## config.mk

```make
export PLATFORM = sky130hd
export DESIGN_NAME = uart_cmd_decoder_flat
export DESIGN_NICKNAME = d
export VERILOG_FILES = /design/src/rtl/uart_cmd_decoder_if.sv /design/src/rtl/uart_cmd_decoder.sv /design/src/flat_wrapper.sv
export SDC_FILE = /design/constraint.sdc
export NUM_CORES = 1
export LEC_CHECK = 0
export CAP_MARGIN = 10
export CORE_UTILIZATION = 61
export CTS_BUF_LIST = sky130_fd_sc_hd__clkbuf_2
export DETAILED_ROUTE_END_ITERATION = 10
export PLACE_DENSITY_LB_ADDON = 0.25
export SLEW_MARGIN = 20
export SYNTH_ARGS = -nofsm -noshare
export SYNTH_HDL_FRONTEND = slang
export SYNTH_SLANG_ARGS = --single-unit
```

## constraint.sdc

```tcl
create_clock -name clk -period 3.65 [get_ports clk]
set_input_delay 1.095 -clock clk [delete_from_list [all_inputs] [get_ports clk]]
set_output_delay 1.095 -clock clk [all_outputs]
set_load 0.05 [all_outputs]
```

## src/rtl/uart_cmd_decoder_if.sv

```systemverilog
// Receive-side link between the UART receive stage and the command decoder.
// Handshake: the receive stage presents a byte on rx_data and raises rx_done;
// the decoder takes exactly one byte per rising edge of rx_done, so a strobe
// held high for several cycles still delivers a single byte. There is no
// back-pressure: the decoder always consumes the byte on the cycle it is seen.
// dbg_state mirrors the decoder FSM (0 = IDLE, 1 = NUM) for observation.
interface uart_cmd_decoder_if;
    logic [7:0] rx_data;
    logic       rx_done;
    logic       dbg_state;

    modport master (output rx_data, output rx_done, input dbg_state);
    modport slave  (input rx_data, input rx_done, output dbg_state);
endinterface

```

## src/rtl/uart_cmd_decoder.sv

```systemverilog
// ASCII command decoder driving a counter: r/m/c toggle run, toggle mode and
// pulse clear; 's' followed by up to MAX_DIGITS decimal digits and CR/LF loads
// a saturated preset value. A numeric entry is aborted after TIMEOUT_CYC idle
// cycles. Optional macro CMD_CASE_INSENSITIVE_EN makes R/M/C/S act like r/m/c/s.
module uart_cmd_decoder #(
    parameter int VAL_W       = 14,
    parameter int MAX_DIGITS  = 4,
    parameter int TIMEOUT_CYC = 100_000_000
) (
    input  logic                 clk,
    input  logic                 rst_n,
    uart_cmd_decoder_if.slave    rx,
    output logic                 o_run,
    output logic                 o_mode,
    output logic                 o_clear,
    output logic                 o_load,
    output logic [VAL_W-1:0]     o_load_val,
    output logic                 o_err
);
    localparam int ACC_W = VAL_W + 4;
    localparam int CNT_W = $clog2(MAX_DIGITS + 1);
    localparam int TMO_W = $clog2(TIMEOUT_CYC + 1);
    localparam logic [CNT_W-1:0] CNT_MAX  = CNT_W'(MAX_DIGITS);
    localparam logic [TMO_W-1:0] TMO_LAST = TMO_W'(TIMEOUT_CYC - 1);
    localparam logic [ACC_W-1:0] VAL_MAX  = {4'b0000, {VAL_W{1'b1}}};

    localparam logic [7:0] CH_R  = 8'h72;
    localparam logic [7:0] CH_M  = 8'h6D;
    localparam logic [7:0] CH_C  = 8'h63;
    localparam logic [7:0] CH_S  = 8'h73;
    localparam logic [7:0] CH_CR = 8'h0D;
    localparam logic [7:0] CH_LF = 8'h0A;
    localparam logic [7:0] CH_SP = 8'h20;

    typedef enum logic {IDLE = 1'b0, NUM = 1'b1} state_t;

    state_t             state, state_n;
    logic               rx_done_q;
    logic [ACC_W-1:0]   acc, acc_n;
    logic [CNT_W-1:0]   cnt, cnt_n;
    logic [TMO_W-1:0]   tmo, tmo_n;
    logic               run_n, mode_n, clear_n, load_n, err_n;
    logic [VAL_W-1:0]   load_val_n;

    logic               accept;
    logic [7:0]         byte_in;
    logic               is_digit;
    logic [ACC_W-1:0]   acc_next;

    assign accept       = rx.rx_done & ~rx_done_q;
    assign rx.dbg_state = (state == NUM);
    assign is_digit     = (byte_in >= 8'h30) && (byte_in <= 8'h39);
    assign acc_next     = (acc * ACC_W'(10)) + {{(ACC_W-4){1'b0}}, byte_in[3:0]};

    // Fold uppercase command letters onto lowercase when the option is built in.
    always_comb begin
        byte_in = rx.rx_data;
`ifdef CMD_CASE_INSENSITIVE_EN
        if (rx.rx_data == 8'h52 || rx.rx_data == 8'h4D ||
            rx.rx_data == 8'h43 || rx.rx_data == 8'h53)
            byte_in = rx.rx_data | 8'h20;
`endif
    end

    // Next-state and next-output decode; every register holds unless changed.
    always_comb begin
        state_n    = state;
        run_n      = o_run;
        mode_n     = o_mode;
        load_val_n = o_load_val;
        clear_n    = 1'b0;
        load_n     = 1'b0;
        err_n      = 1'b0;
        acc_n      = acc;
        cnt_n      = cnt;
        tmo_n      = '0;
        case (state)
            IDLE: begin
                if (accept) begin
                    case (byte_in)
                        CH_R: run_n   = ~o_run;
                        CH_M: mode_n  = ~o_mode;
                        CH_C: clear_n = 1'b1;
                        CH_S: begin
                            acc_n   = '0;
                            cnt_n   = '0;
                            state_n = NUM;
                        end
                        CH_CR, CH_LF, CH_SP: ;
                        default: err_n = 1'b1;
                    endcase
                end
            end
            NUM: begin
                if (accept) begin
                    // An accepted byte always wins over a coincident timeout.
                    if (is_digit) begin
                        if (cnt == CNT_MAX) begin
                            err_n   = 1'b1;
                            state_n = IDLE;
                        end else begin
                            acc_n = acc_next;
                            cnt_n = cnt + 1'b1;
                        end
                    end else if (byte_in == CH_CR || byte_in == CH_LF) begin
                        state_n = IDLE;
                        if (cnt != '0) begin
                            load_n     = 1'b1;
                            load_val_n = (acc > VAL_MAX) ? {VAL_W{1'b1}} : acc[VAL_W-1:0];
                        end else begin
                            err_n = 1'b1;
                        end
                    end else begin
                        err_n   = 1'b1;
                        state_n = IDLE;
                    end
                end else if (tmo == TMO_LAST) begin
                    err_n   = 1'b1;
                    state_n = IDLE;
                end else begin
                    tmo_n = tmo + 1'b1;
                end
            end
            default: state_n = IDLE;
        endcase
    end

    // State and output registers; reset discards any partial entry silently.
    always_ff @(posedge clk or negedge rst_n) begin
        if (!rst_n) begin
            state      <= IDLE;
            rx_done_q  <= 1'b0;
            acc        <= '0;
            cnt        <= '0;
            tmo        <= '0;
            o_run      <= 1'b0;
            o_mode     <= 1'b0;
            o_clear    <= 1'b0;
            o_load     <= 1'b0;
            o_err      <= 1'b0;
            o_load_val <= '0;
        end else begin
            state      <= state_n;
            rx_done_q  <= rx.rx_done;
            acc        <= acc_n;
            cnt        <= cnt_n;
            tmo        <= tmo_n;
            o_run      <= run_n;
            o_mode     <= mode_n;
            o_clear    <= clear_n;
            o_load     <= load_n;
            o_err      <= err_n;
            o_load_val <= load_val_n;
        end
    end
endmodule

```

## src/flat_wrapper.sv

```systemverilog
// flat-port wrapper written by rule: the top's interface ports become plain ports
module uart_cmd_decoder_flat 
#(
    parameter int VAL_W       = 14,
    parameter int MAX_DIGITS  = 4,
    parameter int TIMEOUT_CYC = 100_000_000
)
  (clk, rst_n, o_run, o_mode, o_clear, o_load, o_load_val, o_err, rx_rx_data, rx_rx_done, rx_dbg_state);
  uart_cmd_decoder_if rx_i ();
  input  logic clk;
  input  logic rst_n;
  output logic o_run;
  output logic o_mode;
  output logic o_clear;
  output logic o_load;
  output logic [VAL_W-1:0] o_load_val;
  output logic o_err;
  input wire logic [$bits(rx_i.rx_data)-1:0] rx_rx_data;
  input wire logic [$bits(rx_i.rx_done)-1:0] rx_rx_done;
  output wire logic [$bits(rx_i.dbg_state)-1:0] rx_dbg_state;
  assign rx_i.rx_data = rx_rx_data;
  assign rx_i.rx_done = rx_rx_done;
  assign rx_dbg_state = rx_i.dbg_state;
  uart_cmd_decoder #(.VAL_W(VAL_W), .MAX_DIGITS(MAX_DIGITS), .TIMEOUT_CYC(TIMEOUT_CYC)) u_core (.clk(clk), .rst_n(rst_n), .rx(rx_i), .o_run(o_run), .o_mode(o_mode), .o_clear(o_clear), .o_load(o_load), .o_load_val(o_load_val), .o_err(o_err));
endmodule
```

==> out/metrics.yaml <==
synth_cell_types: 58
layout.nets: 564
antenna_found_initial: 0
crit_fanout: 5
ys_seq_elements: 69
postSynthCellCount: 488
synth_area_um2: 4390
finalMaxSlewViolations: 0
grt_pass1_vias: 3304
worstPathRequired_ns: 4.04
setup_viol: 0
dr_total_vias: 3541
drt-wirelength-per-cell_um: 14.1
grt_max_degree: 70
cts_made_buffers: 9
cts_tree: "built"
fmax_mhz: 290
fin_crit_ns: 3.44
postRouteAntennaNets: 0
crit_type: "reg -> reg"
holdCritStartpoint: "u_core.o_mode"
fin_crit_sh: 0.944
io-pin-count: 31
max_slew_margin: 0.419
drive_above_1_share: 0.0707
r2r_start: "u_core.acc[1]"
p_leak_nw: 2.13
synth-edff-count: 0
min_to: "u_core.o_mode"
dp_hpwl_um: 6500
startpoint_type: "register"
crit_top_cell: "ha_1"
whs_path_depth: 1
drt_iter0_markers: 217
synth_nets: 534
dp.cells: 603
rows: 30
critPathSlowestCell: "dfrtp_1"
syn_area_per_cell_um2: 9.00
firstDrtPassIters: 4
cts.root.buffer_cell: "clkbuf_2"
wl_um: 8740
ys_seq_area_frac: 0.393
grt_pass1_wl_um: 14800
die_w_um: 86.9
crit_path_cell_trace: "ha_1 -> ha_1 -> inv_1 -> fa_1 -> nor2b_1 -> o31a_1 -> o221a_2 -> o2111ai_1 -> nor3_1 -> buf_4 -> nand3_4 -> or3_1 -> o211ai_1"
post-route-util: 0.713
hold_viol: 0
regToRegSetupSlack_ns: 0.21
hold_path_class: "reg -> reg"
viasPerCell: 5.72
final_cells: 619
grtUsageTotal: 0.252
gp_congestion: 0.855
grt-ovfl-total: 0
clk_latency_ns: 0.48
ctsHoldBuffers: 0
setup_tns_ns: 0
cp.arrival_ns: 3.83
timing.rr.end: "u_core.acc[17]"
setup_ws_ns: 0.205
htree_num_levels: 3
chipHeight_um: 86.9
clk_pin_slew_ns: 0.19
r2r_cells: 13
clock_sinks: 69
p_total_w: 0.00133
maxCapViolCount: 0
start_util: 0.640
syn_to_final_growth_pct: 11.5
io_buffers: 30
dieArea_um2: 7550
async_flop_share: 1.00
clock_path_buffers: 2
rsz0062_at_grt: "false"
place_ws_ns: 0.103
ys_warn_count: 0
ir_drop_uv: 197
drc_errors: 0
crit_path_end_kind: "register"
status: "completed"
ys.flop_type: "dfrtp_1"
cp_slowest_stage_delay_ns: 0.49
worst_slew_pin_slew_ns: 0.869
antenna_cells: 0
skew_ns: 0.0231
coreArea_um2: 6870
p_per_area_nw_per_um2: 272
[cell families (layout without fill, tap and decap cells)]
group	count (synthesis)	in the layout	share of synthesized area
muxes	2	2	0.00456
buffers and inverters	35	70	0.0404
xor gates and xnor gates	50	50	0.0997
DFF	69	69	0.393
AOI/OAI and AO/OA	93	93	0.141
adders and majority gates	35	35	0.103
and+or+nand+nor	204	204	0.218
[cells in the mapped netlist (all sizes together) (2+ instances only)]
| master | n | area share |
|---|---|---|
| a211oi | 2 | 0.0034 |
| a21o | 4 | 0.0068 |
| a21oi | 25 | 0.028 |
| a22o | 5 | 0.010 |
| a31oi | 2 | 0.0028 |
| and2 | 2 | 0.0028 |
| and3 | 3 | 0.0043 |
| buf | 4 | 0.0088 |
| clkbuf | 13 | 0.011 |
| dfrtp | 69 | 0.39 |
| fa | 2 | 0.0091 |
| ha | 33 | 0.094 |
| inv | 16 | 0.014 |
| mux2i | 2 | 0.0046 |
| nand2 | 42 | 0.036 |
| nand2b | 4 | 0.0057 |
| nand3 | 16 | 0.021 |
| nand4 | 8 | 0.011 |
| nor2 | 87 | 0.074 |
| nor2b | 3 | 0.0043 |
| nor3 | 12 | 0.014 |
| nor3b | 4 | 0.0068 |
| nor4 | 4 | 0.0057 |
| o2111ai | 2 | 0.0040 |
| o211ai | 4 | 0.0068 |
| o21a | 5 | 0.0085 |
| o21ai | 25 | 0.029 |
| o311ai | 3 | 0.0077 |
| o31a | 2 | 0.0040 |
| o31ai | 5 | 0.0085 |
| or2 | 3 | 0.0043 |
| or3 | 8 | 0.012 |
| or4 | 3 | 0.0060 |
| xnor2 | 28 | 0.056 |
| xor2 | 22 | 0.044 |
[what timing repair did]
action                     in CTS  in global routing
setup endpoints to repair       0                  1
setup buffers                   0                  0
resized for setup               0                  1
[state kept, by name, summed over array words and instances, names as in the netlist, 3 cells and up]
| signal | cells |
|---|---|
| u_core.tmo | 27 |
| u_core.o_load_val | 14 |
| u_core.cnt | 3 |
| u_core.acc | 18 |
[layout by cell type (no fill, tap or decap), types with 8 or more instances in the layout]
master,synthesis,final
nor2_1,87,86
dfrtp_1,69,69
nand2_1,42,42
ha_1,33,33
clkdlybuf4s50_1,0,29
xnor2_1,28,28
a21oi_1,25,25
o21ai_0,24,24
xor2_1,22,22
inv_1,16,16
nand3_1,15,15
nor3_1,12,12
clkbuf_2,1,12
nand4_1,8,8
[metrics by stage]
step | area [µm²] | hold WS (ns)
floorplan | 4390 | 0.459
global route | 4900 | 0.497
CTS | 4900 | 0.486
detailed placement | 4770 | 0.461
global placement | 4770 | 0.456
finish | 4900 | 0.484
[routing by layer]
layer  track usage  up-vias  routed length, µm
met1         0.328     1696               3980
met5             0        -                  0
met4        0.0682        0                107
met3        0.0559       10                331
li1              -     1764                  -
met2         0.424       71               4310
[power by group]
part	internal, W	total, W	switching [W]
combinational	0.0000245	0.0000664	0.0000419
clock	0.000235	0.000494	0.000259
sequential	0.000768	0.000770	0.00000183
[final cells by class]
class / instances / area (µm²)
Multi-Input combinational cell: 384 / 2490
Fill cell: 533 / 1970
Timing Repair Buffer: 38 / 368
Clock buffer: 12 / 60.1
Clock inverter: 4 / 72.6
Sequential cell: 69 / 1730
Tap cell: 96 / 120
Inverter: 16 / 60.1
[worst max-delay path by stage]
stage / from / to / depth (start not counted)
2_1_floorplan: u_core.acc[1] / u_core.acc[17] / 12
5_1_grt: u_core.acc[1] / u_core.acc[17] / 13
4_1_cts: u_core.acc[1] / u_core.acc[17] / 13
3_3_place_gp: rx_rx_data[1] / u_core.acc[17] / 12
6_report: u_core.acc[1] / u_core.acc[17] / 13
3_5_place_dp: rx_rx_data[1] / u_core.acc[17] / 12
[critical path: cells and delay by family (launching register included)]
kind                       cells  cell delay (ns)
DFF                            1             0.49
buffers and inverters          2             0.23
adders and majority gates      3             0.91
AOI/OAI and AO/OA              4             0.90
and+or+nand+nor                4             0.83
Note: power is estimated with default switching activity, not from simulation.
==> RTL edit (same settings) <==
`TIMEOUT_CYC` is set to 100_000_000 in 2 places; all go to 400_000_000.
--- a/src/rtl/uart_cmd_decoder.sv
+++ b/src/rtl/uart_cmd_decoder.sv
@@ -5,7 +5,7 @@
 module uart_cmd_decoder #(
     parameter int VAL_W       = 14,
     parameter int MAX_DIGITS  = 4,
-    parameter int TIMEOUT_CYC = 100_000_000
+    parameter int TIMEOUT_CYC = 400_000_000
 ) (
     input  logic                 clk,
     input  logic                 rst_n,
--- a/src/flat_wrapper.sv
+++ b/src/flat_wrapper.sv
@@ -3,7 +3,7 @@
 #(
     parameter int VAL_W       = 14,
     parameter int MAX_DIGITS  = 4,
-    parameter int TIMEOUT_CYC = 100_000_000
+    parameter int TIMEOUT_CYC = 400_000_000
 )
   (clk, rst_n, o_run, o_mode, o_clear, o_load, o_load_val, o_err, rx_rx_data, rx_rx_done, rx_dbg_state);
   uart_cmd_decoder_if rx_i ();
Behaviour: no difference found for any inputs over 10 cycles, from zero or initial values and one cycle with rst_n low; that may be too few to reach the edited logic, so the function may still have changed.
==> RTL edit against the original RTL <==
Sequential share of layout area is 0.20 points lower. Critical path depth is 1 lower. Area after synthesis is 2.3% higher. Power is 8.2% higher. Core utilization is 1.7 points higher. Cell count is 3.4% higher. Wire length is 10% higher. Cell area is 3.5% higher. Setup slack better by 120 ps. Sequential power is 2.9% higher. Sequential cell count is 2 higher. Global-route usage is 2.3 points higher. Largest cell class unchanged.
==> RTL edit: results (changes against the original RTL) <==
Route
  • Pre-antenna DRT Iters: 5 (+1)
  • Vias: 3715 (+4.9%)
  • Met3 routed WL: 383 um (+16%)
  • Routed wl met2: 4.82 mm (+12%)
  • Iter 0 DRT Violations: 227 (+4.6%)
  • Top sig layer: met4
  • Per-cell routed wire length: 15.0 um (+6.6%)
  • WL met1: 4.35 mm (+9.3%)

Synth
  • Unique cell type count in the Yosys netlist: 58 (unchanged)
  • Synth Net Count: 557 (+4.3%)
  • Async S/R FF share, synth: 1.00 (unchanged)
  • Most instantiated cells after synthesis: dfrtp_1, nor2_1, nand2_1
  • Largest cells by area after synthesis: dfrtp_1, ha_1, nor2_1
  • Yosys warnings: 0 (unchanged)
  • Syn avg cell area: 8.80 um2 (-2.3%)
  • Sequential cell area fraction in the yosys report: 0.395 (+0.00216)

Clocking
  • Longest Clk Path Bufs: 2 (unchanged)
  • CTS resizes: 0 (unchanged)
  • # Post-CTS Setup Buffers: 0 (unchanged)
  • Cts bufs inserted: 9 (unchanged)
  • Clk slew on worst S/H paths: 200 ps
  • CTS Root Cell: clkbuf_2
  • Worst skew pair latency: 510 ps (+30 ps)
  • Max H-tree Level: 3 (unchanged)

Placement
  • Placed cells: 624 (+3.5%)
  • # port buffers: 30 (unchanged)
  • GP Congestion: 0.875 (+2.4%)
  • Post-DP HPWL: 7.16 mm (+10%)

Timing
  • Setup_tns: 0 ps (unchanged)
  • Clock Skew: 29.7 ps (+6.63 ps)
  • Rel. slew slack: 0.514 (+0.0949)

Layout
  • Net count, final: 585 (+3.7%)
  • Largest regs: u_core.tmo (29), u_core.acc (18), u_core.o_load_val (14)
  • Layout cells sized above 1: 0.0699 (-0.000893)
  • Final cell count without fillers: 640 (+3.4%)
  • FILL cells: 522 (-2.1%)
  • Antenna cells: 0 (unchanged)

Critical path
  • Worst reg2reg setup slack: 330 ps (+120 ps)
  • FF-to-FF End: u_core.acc[17]
  • Worst-case reg-to-reg path depth: 12 (-1)
  • Critical Path AT: 3760 ps (-70 ps)
  • RR Startpoint: u_core.acc[1]
  • Origin of the worst setup path: u_core.acc[1]
  • CP Max Fanout: 7 (+2)
  • Crit Path Category: flop to flop

Outcome
  • Outcome: complete, no violations

Pwr
  • Peak VDD IR: 0.188 mV (-4.3%)
  • Leak: 2.21 nW (+3.4%)

Global route
  • Number of global-route vias before repair: 3628 (+9.8%)
  • First-pass GRT wire length: 16.5 mm (+12%)
  • Total track usage: 0.275 (+0.0228)
  • Pin count of the biggest net entering global routing: 30 (-57%)
  • Antenna violations before repair: 0 (unchanged)

Hold path
  • HP Class: flop to flop
## RTL edit: routing by layer
layer  global-route usage  vias up
li1                     -     1823
met1                0.359     1782
met2                0.476       98
met3               0.0556       12
met4               0.0537        0
met5                    0        -
## RTL edit: how the worst min path moves through the flow
| stage | start | end | slack, ps | cells after the start |
|---|---|---|---|---|
| 2_1_floorplan | u_core.cnt[0] | u_core.cnt[0] | 470 | 1 |
| 3_3_place_gp | u_core.o_mode | u_core.o_mode | 460 | 1 |
| 3_5_place_dp | u_core.o_mode | u_core.o_mode | 460 | 1 |
| 4_1_cts | u_core.o_mode | u_core.o_mode | 490 | 1 |
| 5_1_grt | u_core.o_mode | u_core.o_mode | 500 | 1 |
| 6_report | u_core.o_mode | u_core.o_mode | 480 | 1 |
## RTL edit: area by class of cell
| cell class | count | area, um2 | area share |
|---|---|---|---|
| clock inverters | 7 | 121 | 0.0239 |
| well taps | 96 | 120 | 0.0237 |
| flip-flops and latches | 71 | 1780 | 0.350 |
| multi-input cells | 398 | 2560 | 0.504 |
| inverters | 20 | 75.1 | 0.0148 |
| clock buffers | 9 | 45.0 | 0.00888 |
| repair buffers | 39 | 375 | 0.0740 |
## RTL edit: through the flow
step	cell area, um2	setup WS [ps]	util	hold WS [ps]
2_1_floorplan	4500	600	-	475
3_3_place_gp	4900	286	0.706	460
3_5_place_dp	4900	209	0.706	461
4_1_cts	5070	357	0.730	487
5_1_grt	5070	130	0.730	496
6_report	5070	327	0.730	483
## RTL edit: kinds of logic after synthesis
kind of cell    share of synthesized area
compound gates                      0.117
xor+xnor                            0.101
fa+ha+maj                           0.101
buf+inv                            0.0362
flops                               0.395
mux                               0.00223
simple gates                        0.248
## RTL edit: power breakdown
group          internal (mW)  total (mW)  switching [mW]
combinational         0.0219      0.0614          0.0395
clock                  0.295       0.587           0.292
sequential             0.790       0.792         0.00141
## RTL edit: worst max-delay path, cell delays in order (launching register included)
cell,delay [ps]
dfrtp_1,510
ha_1,330
ha_1,180
inv_1,60
fa_1,390
nand2b_1,190
a21oi_2,200
o21ai_2,150
a21oi_1,180
xor2_1,320
nand3_2,150
or4_1,530
nand3_1,90
